## src/rtl/instruction_queue_decoder.sv

```systemverilog
// Instruction queue and decoder between fetch and execute.
// A DEPTH-entry FIFO with valid/ready on both sides. The head entry is decoded
// into a one-hot macro-op and register operand fields. A small state machine
// implements conditional-execution (CEX) blocks and tags each popped
// instruction with a skip flag.
module instruction_queue_decoder #(
    parameter int DEPTH  = 4,
    parameter int INST_W = 16,
    parameter bit CEX_EN = 1'b1
) (
    input  logic                    clk,
    input  logic                    reset,
    input  logic                    flush,
    input  logic                    in_valid,
    output logic                    in_ready,
    input  logic [INST_W-1:0]       in_inst,
    output logic                    out_valid,
    input  logic                    out_ready,
    output logic [INST_W-1:0]       out_inst,
    output logic [7:0]              macro_op,
    output logic [2:0]              dst,
    output logic [2:0]              src_a,
    output logic [2:0]              src_b,
    output logic                    byte_inst,
    output logic                    cex_skip,
    input  logic [3:0]              status,
    output logic [$clog2(DEPTH):0]  count
);

    localparam int AW = $clog2(DEPTH);
    localparam int CW = AW + 1;

    typedef enum logic [1:0] {
        IDLE      = 2'd0,
        TRUE_BLK  = 2'd1,
        FALSE_BLK = 2'd2
    } cex_state_t;

    logic [INST_W-1:0] mem [DEPTH];
    logic [AW-1:0]     wr_ptr;
    logic [AW-1:0]     rd_ptr;
    logic              push;
    logic              pop;
    logic [INST_W-1:0] head;

    cex_state_t        state;
    logic              cond_met;
    logic [2:0]        t_cnt;
    logic [2:0]        f_cnt;
    logic              skip_r;

    logic              head_is_cex;
    logic [3:0]        head_cond;
    logic [2:0]        head_t;
    logic [2:0]        head_f;
    logic              head_cond_true;

    // Condition code evaluation against PSW flags {V,N,Z,C}.
    function automatic logic cond_eval(input logic [3:0] cc, input logic [3:0] st);
        logic c, z, n, v;
        c = st[0];
        z = st[1];
        n = st[2];
        v = st[3];
        case (cc)
            4'd0:    cond_eval = z;
            4'd1:    cond_eval = !z;
            4'd2:    cond_eval = c;
            4'd3:    cond_eval = !c;
            4'd4:    cond_eval = n;
            4'd5:    cond_eval = !n;
            4'd6:    cond_eval = v;
            4'd7:    cond_eval = !v;
            4'd8:    cond_eval = c & !z;
            4'd9:    cond_eval = !c | z;
            4'd10:   cond_eval = (n == v);
            4'd11:   cond_eval = (n != v);
            4'd12:   cond_eval = !z & (n == v);
            4'd13:   cond_eval = z | (n != v);
            4'd14:   cond_eval = 1'b1;
            default: cond_eval = 1'b0;
        endcase
    endfunction

    // One-hot macro-op from the 6-bit opcode field.
    function automatic logic [7:0] decode_op(input logic [5:0] op);
        logic [7:0] m;
        m    = '0;
        m[0] = (op[5:3] == 3'b000);
        m[1] = (op[5:3] == 3'b001);
        m[2] = (op[5:2] == 4'b0100);
        m[3] = (op[5:4] == 2'b10) | (op == 6'b010100);
        m[4] = (op[5:4] == 2'b11) | (op == 6'b010101);
        m[5] = (op == 6'b010110);
        m[6] = (op == 6'b010111);
        m[7] = (op[5:3] == 3'b011);
        return m;
    endfunction

    // Handshake, head selection and CEX field extraction.
    always_comb begin
        out_valid      = (count != '0);
        // When full, a pop in the same cycle frees the slot for the push.
        in_ready       = ((count < CW'(DEPTH)) | out_ready) & ~flush;
        push           = in_valid & in_ready;
        pop            = out_valid & out_ready;
        head           = mem[rd_ptr];
        out_inst       = out_valid ? head : '0;
        head_is_cex    = (out_inst[15:10] == 6'b010111);
        head_cond      = out_inst[9:6];
        head_t         = out_inst[5:3];
        head_f         = out_inst[2:0];
        head_cond_true = cond_eval(head_cond, status);
    end

    // Decoded outputs of the head entry; all zero when the queue is empty.
    always_comb begin
        macro_op  = '0;
        dst       = '0;
        src_a     = '0;
        src_b     = '0;
        byte_inst = 1'b0;
        cex_skip  = 1'b0;
        if (out_valid) begin
            macro_op  = decode_op(out_inst[15:10]);
            byte_inst = out_inst[6];
            cex_skip  = skip_r;
            case (out_inst[15:13])
                3'b000: begin
                    dst   = 3'd4;
                    src_a = 3'd7;
                    src_b = 3'd7;
                end
                3'b100, 3'b101: begin
                    dst   = out_inst[2:0];
                    src_a = out_inst[5:3];
                    src_b = out_inst[2:0];
                end
                default: begin
                    dst   = out_inst[2:0];
                    src_a = out_inst[2:0];
                    src_b = out_inst[5:3];
                end
            endcase
        end
    end

    // Storage array; holds data only, so it carries no reset.
    always_ff @(posedge clk) begin
        if (push) begin
            mem[wr_ptr] <= in_inst;
        end
    end

    // Pointers and occupancy; count distinguishes full from empty.
    always_ff @(posedge clk or negedge reset) begin
        if (!reset) begin
            wr_ptr <= '0;
            rd_ptr <= '0;
            count  <= '0;
        end else if (flush) begin
            wr_ptr <= '0;
            rd_ptr <= '0;
            count  <= '0;
        end else begin
            if (push) begin
                wr_ptr <= wr_ptr + AW'(1);
            end
            if (pop) begin
                rd_ptr <= rd_ptr + AW'(1);
            end
            case ({push, pop})
                2'b10:   count <= count + CW'(1);
                2'b01:   count <= count - CW'(1);
                default: count <= count;
            endcase
        end
    end

    // CEX block state machine; advances on pops, skip flag registered with state.
    always_ff @(posedge clk or negedge reset) begin
        if (!reset) begin
            state    <= IDLE;
            cond_met <= 1'b0;
            t_cnt    <= '0;
            f_cnt    <= '0;
            skip_r   <= 1'b0;
        end else if (flush || !CEX_EN) begin
            state  <= IDLE;
            skip_r <= 1'b0;
        end else if (pop) begin
            case (state)
                IDLE: begin
                    if (head_is_cex) begin
                        cond_met <= head_cond_true;
                        t_cnt    <= head_t;
                        f_cnt    <= head_f;
                        if (head_t != 3'd0) begin
                            state  <= TRUE_BLK;
                            skip_r <= !head_cond_true;
                        end else if (head_f != 3'd0) begin
                            state  <= FALSE_BLK;
                            skip_r <= head_cond_true;
                        end
                    end
                end
                TRUE_BLK: begin
                    t_cnt <= t_cnt - 3'd1;
                    if (t_cnt == 3'd1) begin
                        if (f_cnt != 3'd0) begin
                            state  <= FALSE_BLK;
                            skip_r <= cond_met;
                        end else begin
                            state  <= IDLE;
                            skip_r <= 1'b0;
                        end
                    end
                end
                FALSE_BLK: begin
                    f_cnt <= f_cnt - 3'd1;
                    if (f_cnt == 3'd1) begin
                        state  <= IDLE;
                        skip_r <= 1'b0;
                    end
                end
                default: begin
                    state  <= IDLE;
                    skip_r <= 1'b0;
                end
            endcase
        end
    end

endmodule

```

## config.mk

```make
export PLATFORM = sky130hd
export DESIGN_NAME = instruction_queue_decoder
export DESIGN_NICKNAME = d
export VERILOG_FILES = /design/src/rtl/instruction_queue_decoder.sv
export SDC_FILE = /design/constraint.sdc
export NUM_CORES = 1
export LEC_CHECK = 0
export ABC_AREA = 1
export CAP_MARGIN = 20
export CORE_ASPECT_RATIO = 1.25
export CORE_UTILIZATION = 59
export DETAILED_ROUTE_END_ITERATION = 8
export PLACE_DENSITY = 0.95
export SYNTH_ARGS = -nofsm -noshare
export SYNTH_HDL_FRONTEND = slang
export SYNTH_SLANG_ARGS = --single-unit
```

## constraint.sdc

```tcl
create_clock -name clk -period 6.5 [get_ports clk]
set_clock_uncertainty 0.1 [all_clocks]
set_input_delay 0.65 -clock clk [delete_from_list [all_inputs] [get_ports clk]]
set_output_delay 0.65 -clock clk [all_outputs]
set_load 0.005 [all_outputs]
```

==> Yosys cells after proc, flatten, opt, wreduce, memory -nomap -nowiden <==
Memories as Yosys holds them, arrays and structs flattened.
Index checks and enable logic that the tools add are counted.
{ "totals": {"reg_bits": 17, "ram_bits": 64, "in_bits": 25, "word_cells": 128, "memories": 1} }
{ "mem_list": {"columns": ["name", "depth", "word_bits", "read_ports", "rd_ports_with_merged_regs", "wr", "line_no", "rtl"], "rows": [
  ["mem", 4, 16, 1, 0, 1, "39", "logic [INST_W-1:0] mem [DEPTH];"]
]} }
{ "classes": {"n_addsub": 6, "magnitude_cmp": 1, "n_eq_ne": 38, "mux": 41, "bitwise_logic": 11, "n_reduce_logical": 22} }
{ "op_table": {"columns": ["op", "n"], "rows": [
  ["3-bit case mux with 2 select lines", 5],
  ["4-bit equality test (second input constant)", 7],
  ["6-bit by 5-bit equality test with 1-bit output (second input constant)", 4],
  ["2-bit two-way mux", 12],
  ["3-bit two-way mux", 7],
  ["4-bit by 3-bit equality test with 1-bit output (second input constant)", 5],
  ["16-bit two-way mux", 1],
  ["1-bit case mux with 15 select lines", 1],
  ["3-bit nonzero test", 5],
  ["1-bit two-way mux", 12],
  ["4-bit AND reduction", 3],
  ["3-bit by 1-bit equality test with 1-bit output (second input constant)", 3],
  ["3-bit inequality test (second input constant)", 3],
  ["3-bit by 1-bit subtractor with 3-bit output (second input constant)", 3],
  ["2-bit equality test (second input constant)", 4],
  ["4-bit by 2-bit equality test with 1-bit output (second input constant)", 2],
  ["8-bit two-way mux", 1],
  ["2-bit nonzero test", 4],
  ["3-bit equality test (second input constant)", 2],
  ["2-bit case mux with 3 select lines", 1],
  ["1-bit bitwise AND", 5],
  ["1-bit zero test", 5],
  ["1-bit bitwise OR", 5],
  ["5-bit AND reduction", 1],
  ["other kinds (16)", 18]
]} }

==> Depth between registers and ports, before layout <==
{ "depth": {"depth_word": 10, "mapped_depth": 18} }

==> Worst setup path before layout <==
OpenSTA, ideal clock, no wires.
{ "synth_path": {"path_type": "input -> register", "from": "in out_ready", "to": "reg count[2]", "setup_ns": 0.136, "t_arrival_ns": 2.050, "t_required_ns": 6.264, "setup_slack_ns": 4.214, "cell_stages": 10, "cell_sequence": "inv_1 -> a21oi_1 -> nand2_1 -> inv_1 -> nor2_1 -> fa_1 -> xor2_1 -> xor2_1 -> nand3_1 -> o21ai_0"} }
{ "synth_via": {"elab_chain_cells": 6} }
{ "synth_rtl": {"columns": ["item", "line_no", "rtl"], "rows": [
  ["start, declared", "18", "input logic out_ready,"],
  ["1-bit bitwise OR *", "104", "in_ready = ((count < CW'(DEPTH)) | out_ready) & ~flush;"],
  ["1-bit bitwise AND *", "104", null],
  ["net in_ready", "15", "output logic in_ready,"],
  ["1-bit bitwise AND *", "105", "push = in_valid & in_ready;"],
  ["2-bit by 1-bit equality test with 1-bit output or 2-bit equality test (tied branches)", "172", "case ({push, pop})"],
  ["3-bit case mux with 2 select lines", "172", null],
  ["3-bit two-way mux", "161", "end else if (flush) begin"],
  ["end signal, assigned", "173", "2'b10: count <= count + CW'(1);"],
  ["end signal, assigned", "174", "2'b01: count <= count - CW'(1);"],
  ["end signal, assigned", "175", "default: count <= count;"],
  ["end, declared", "27", "output logic [$clog2(DEPTH):0] count"]
]} }
Mark *: on every way through the listed nets, which the timed path passes. The rest lies on a longest branch.
A chain may end at the register's enable or synchronous reset.

==> Final worst setup path <==
{ "layout_path": {"from": "reg rd_ptr[1]", "to": "out src_b[2]"} }
{ "layout_via": {"elab_chain_cells": 6} }
{ "layout_rtl": {"columns": ["item", "line_no", "rtl"], "rows": [
  ["start, declared", "41", "logic [AW-1:0] rd_ptr;"],
  ["start signal, assigned", "170", "rd_ptr <= rd_ptr + AW'(1);"],
  ["memory read 4 x 16 bit *", null, null],
  ["16-bit two-way mux *", "108", "out_inst = out_valid ? head : '0;"],
  ["3-bit equality test", "128", "case (out_inst[15:13])"],
  ["2-bit OR reduction", "128", null],
  ["3-bit case mux with 2 select lines *", "128", null],
  ["3-bit two-way mux *", "124", "if (out_valid) begin"],
  ["end, declared", "23", "output logic [2:0] src_b,"]
]} }
Mark *: on every way between the ends. The rest lies on a longest branch, timed or not.

==> impl_results.md <==
* H-tree levels at 3
* Power Dens Cells at 398 nW/um^2
* Ant. Diodes at 0
* Fraction of registers with async set/reset at 0.210
* Setup TNS at 0 ns
* Crit. End Element: primary output
* Clock Pin Slew Worst Setup and Hold Paths at 0.08 ns
* Area of the die at 7720 um^2
* Proportion of synthesized chip area in sequential cells at 0.540
* Area inside the core boundary at 7060 um^2
* Antenna-violating nets left at 0
* Filler Cell Count at 529
* Total power of the final layout at 2.06 mW
* Max-cap check violation count at 0
* Clock net sink count at 81
* Clock buffer count from CTS at 9
* Via count of the first global-routing pass at 3,634
* Switching power as a share of total power at 0.411
* XOR/XNOR Fraction of Synth Area at 0.00805
* Dominant cells by area after synthesis: sky130_fd_sc_hd__edfxtp_1 44%, sky130_fd_sc_hd__dfrtp_1 9.8%, sky130_fd_sc_hd__nand2_1 9.7%
* LEAKAGE at 2.21 nW
* Die span in x at 78.8 um
* Postcts setup bufs at 0
* Warnings, synthesis at 0
* Most frequently used flop master after synthesis: sky130_fd_sc_hd__edfxtp_1
* DR pass1 iterations at 9
* Final nets at 579
* Final setup violating endpoints at 0
* Pin count of the biggest net entering global routing at 37
* Area fraction in compound gates after synthesis at 0.0754
* Setup WS pre-CTS at 2.92 ns
* Total wirelength of the detailed-routed design at 10,100 um
* Result of the run: finished clean
* Final weighted congestion of routability-driven global placement at 0.874
* Number of flip-flops and latches in the synthesized netlist at 81
* Reported net switching power at 0.848 mW
* Routed length per instance at 15.8 um
* Synth unique cells at 37
* HPWL after detailed placement at 7140 um
* Combinational family with the most area after synthesis: simple AND/OR/NAND/NOR gates
* Share of cells above drive strength 1 at 0.0893
* Total GRT Usage at 0.286
* Max-slew headroom at 0.321
* Pins Over Slew Limit at 0
* Peak VDD IR at 0.233 mV
* Core Rows at 34
* Origin of the critical flop-to-flop path: rd_ptr[1]$_DFFE_PN0P_
* Min Tclk post-route at 4.00 ns
* Upper clock frequency limit at 250 MHz
* Total internal power at 1.21 mW
* Starting density of the core at 0.616
* Cts hold-fix bufs at 0
* Slowest library cell on the worst path: sky130_fd_sc_hd__dfrtp_1
* Multiplexer share of the synthesized area at 0.00259
* Type of the tightest min-delay check: flop to flop
* Start-to-end type of the worst setup path: flop to primary output
* Crit path cell chain: inv_2, nand3_1, nand3_1, inv_1, nor3_1, nand2_1, o211ai_1, clkdlybuf4s50_1
* Basic-gate share of the synthesized area counting and, or, nand and nor cells at 0.258
* CTS tree: built
* Relative contribution of sequential cells to total power at 0.319
* Io pins at 65
* Gate count after technology mapping at 481
* Hold path start: cond_met$_DFFE_PN0P_
* Via count at 3,620
* Arrival time reported for the critical path endpoint at 3.25 ns
* Syn-to-layout area delta at 19.1%
* Die Height at 98.0 um
* Netlist Area Pre-Place at 4350 um^2
* Clock root buffer: sky130_fd_sc_hd__clkbuf_8
* DRC violation total after the first TritonRoute iteration at 256
* CTS-repair resized insts at 0
* Share of synthesized cell area in full adder, half adder and majority cells at 0.0305
* Unrepaired setup endpoints after global routing: false
* Library cell occupying the most area in the post-synthesis netlist: sky130_fd_sc_hd__edfxtp_1
* Wire length of the first global-routing pass at 16,800 um
* Mean cell area of the mapped netlist at 9.04 um^2
* Combinational Power Share at 0.519
* Antenna violations before repair at 0
* Final-report hold violation count at 0
* Critical Path Fanout Max at 22
* Worst hold path endpoint: cond_met$_DFFE_PN0P_
* Power share of the clock group at 0.162
* Area share of the largest cell type after synthesis at 0.442
* Period utilisation layout at 0.616
* Worst Hold Path Cells at 1
* Most frequent cell on the critical path: sky130_fd_sc_hd__nand3_1
* Mapped Nets at 516
* Port Buffer Count at 64
* EDFF count, synth at 64
* CP Launch Type: flop
* Capture instance of the worst register-to-register path: state[0]$_DFFE_PN0P_
* Clock Path Buffers at 2
* Drt via density at 5.67
* Actual transition at the worst max-transition pin at 1.02 ns
* CP max stage delay at 0.67 ns
* Clock latency reported for the late side of the worst-skew pair at 0.35 ns
* Setup slack of the most critical reg-to-reg path at 3.66 ns
* Overflow left after global routing at 0
* Worst Path Required at 5.75 ns
* Total DRC errors in the routed layout at 0
* Worst setup slack after layout at 2.50 ns
* Worst Reg-to-Reg Cells at 12
==> how the worst max path moves through the flow <==
stage,start,end,slack [ns],depth (start not counted)
CTS,rd_ptr[1]$_DFFE_PN0P_,src_a[2],2.52,11
global route,rd_ptr[1]$_DFFE_PN0P_,src_a[2],2.29,11
detailed placement,rd_ptr[1]$_DFFE_PN0P_,src_a[2],2.92,11
global placement,rd_ptr[1]$_DFFE_PN0P_,src_a[2],3.01,11
finish,rd_ptr[1]$_DFFE_PN0P_,src_b[2],2.50,8
floorplan,out_ready,count[2]$_DFFE_PN0P_,4.21,10
==> stage by stage <==
step                std cells  hold WS (ns)  utilization  cell area [um^2]
finish                    639         0.402        0.734              5180
global route              639         0.438        0.734              5180
CTS                       639         0.406        0.734              5180
detailed placement        623         0.382        0.708              5000
global placement          623         0.363        0.708              5000
floorplan                 481         0.254            -              4350
==> cells in the final DEF (no fill, tap or decap), drive strengths merged, types with 2 or more instances in the layout <==
cell           netlist  final
nand2              120    120
nor2                68     68
inv                 65     67
clkdlybuf4s50        0     64
edfxtp              64     64
nand3               57     57
o21ai               33     33
dfrtp               17     17
clkbuf               0     10
ha                   9      9
o211ai               8      8
a21oi                6      6
nor3                 4      4
xor2                 4      4
clkinv               1      3
o22ai                2      2
clkinvlp             0      2
nand4                2      2
==> cell families (layout without fill, tap and decap cells) <==
kind of cell | Yosys count | after routing
XOR/XNOR | 4 | 4
flip-flops | 81 | 81
AO/OA/AOI/OAI | 54 | 54
adder cells (fa/ha/maj) | 10 | 10
AND/OR/NAND/NOR | 252 | 252
buffers and inverters | 79 | 147
multiplexers | 1 | 1
==> cells in the mapped netlist (2+ instances only) <==
cell	count
sky130_fd_sc_hd__a21oi_1	5
sky130_fd_sc_hd__buf_2	2
sky130_fd_sc_hd__buf_4	5
sky130_fd_sc_hd__buf_6	5
sky130_fd_sc_hd__dfrtp_1	17
sky130_fd_sc_hd__edfxtp_1	64
sky130_fd_sc_hd__ha_1	9
sky130_fd_sc_hd__inv_1	60
sky130_fd_sc_hd__inv_2	4
sky130_fd_sc_hd__nand2_1	112
sky130_fd_sc_hd__nand2_2	8
sky130_fd_sc_hd__nand3_1	52
sky130_fd_sc_hd__nand3_2	5
sky130_fd_sc_hd__nor2_1	61
sky130_fd_sc_hd__nor2_2	4
sky130_fd_sc_hd__nor2_4	3
sky130_fd_sc_hd__nor3_1	4
sky130_fd_sc_hd__o211ai_1	8
sky130_fd_sc_hd__o21ai_0	25
sky130_fd_sc_hd__o21ai_1	7
sky130_fd_sc_hd__o22ai_1	2
sky130_fd_sc_hd__xor2_1	4
==> registers in the layout (all words and copies together), names as in the netlist <==
| signal | flops |
|---|---|
| t_cnt | 3 |
| count | 3 |
| state | 2 |
| rd_ptr | 2 |
| skip_r | 1 |
| wr_ptr | 2 |
| f_cnt | 3 |
| cond_met | 1 |
| mem | 64 |
==> power by group through the flow <==
stage	clock, mW	sequential [mW]	combinational, mW
after global routing	0.358	0.663	1.18
after floorplan	0	0.656	0.638
after global placement	0	0.665	1.02
after detailed placement	0	0.669	1.05
final	0.333	0.657	1.07
after CTS	0.337	0.658	1.06
==> critical path, delay by kind of cell, from the launching register on <==
kind | cells | cell delay [ns]
buffers and inverters | 3 | 1.12
and+or+nand+nor | 4 | 0.93
DFF | 1 | 0.67
AOI/OAI and AO/OA | 1 | 0.18
==> area by class of cell <==
class	count	area, um^2	share of cell area
Timing Repair Buffer	65	648	0.125
Inverter	66	255	0.0493
Tap cell	90	113	0.0217
Sequential cell	81	2350	0.453
Clock inverter	6	50.0	0.00966
Multi-Input combinational cell	321	1640	0.316
Clock buffer	10	128	0.0246
==> layer usage <==
layer  up-vias  track usage  share of wire
met1      1696        0.341           0.38
met3        29       0.0682          0.084
met4         0        0.125          0.026
met2       180        0.489           0.51
met5         -            0              0
li1       1715            -              -
Note: power is estimated with default switching activity, not from simulation.
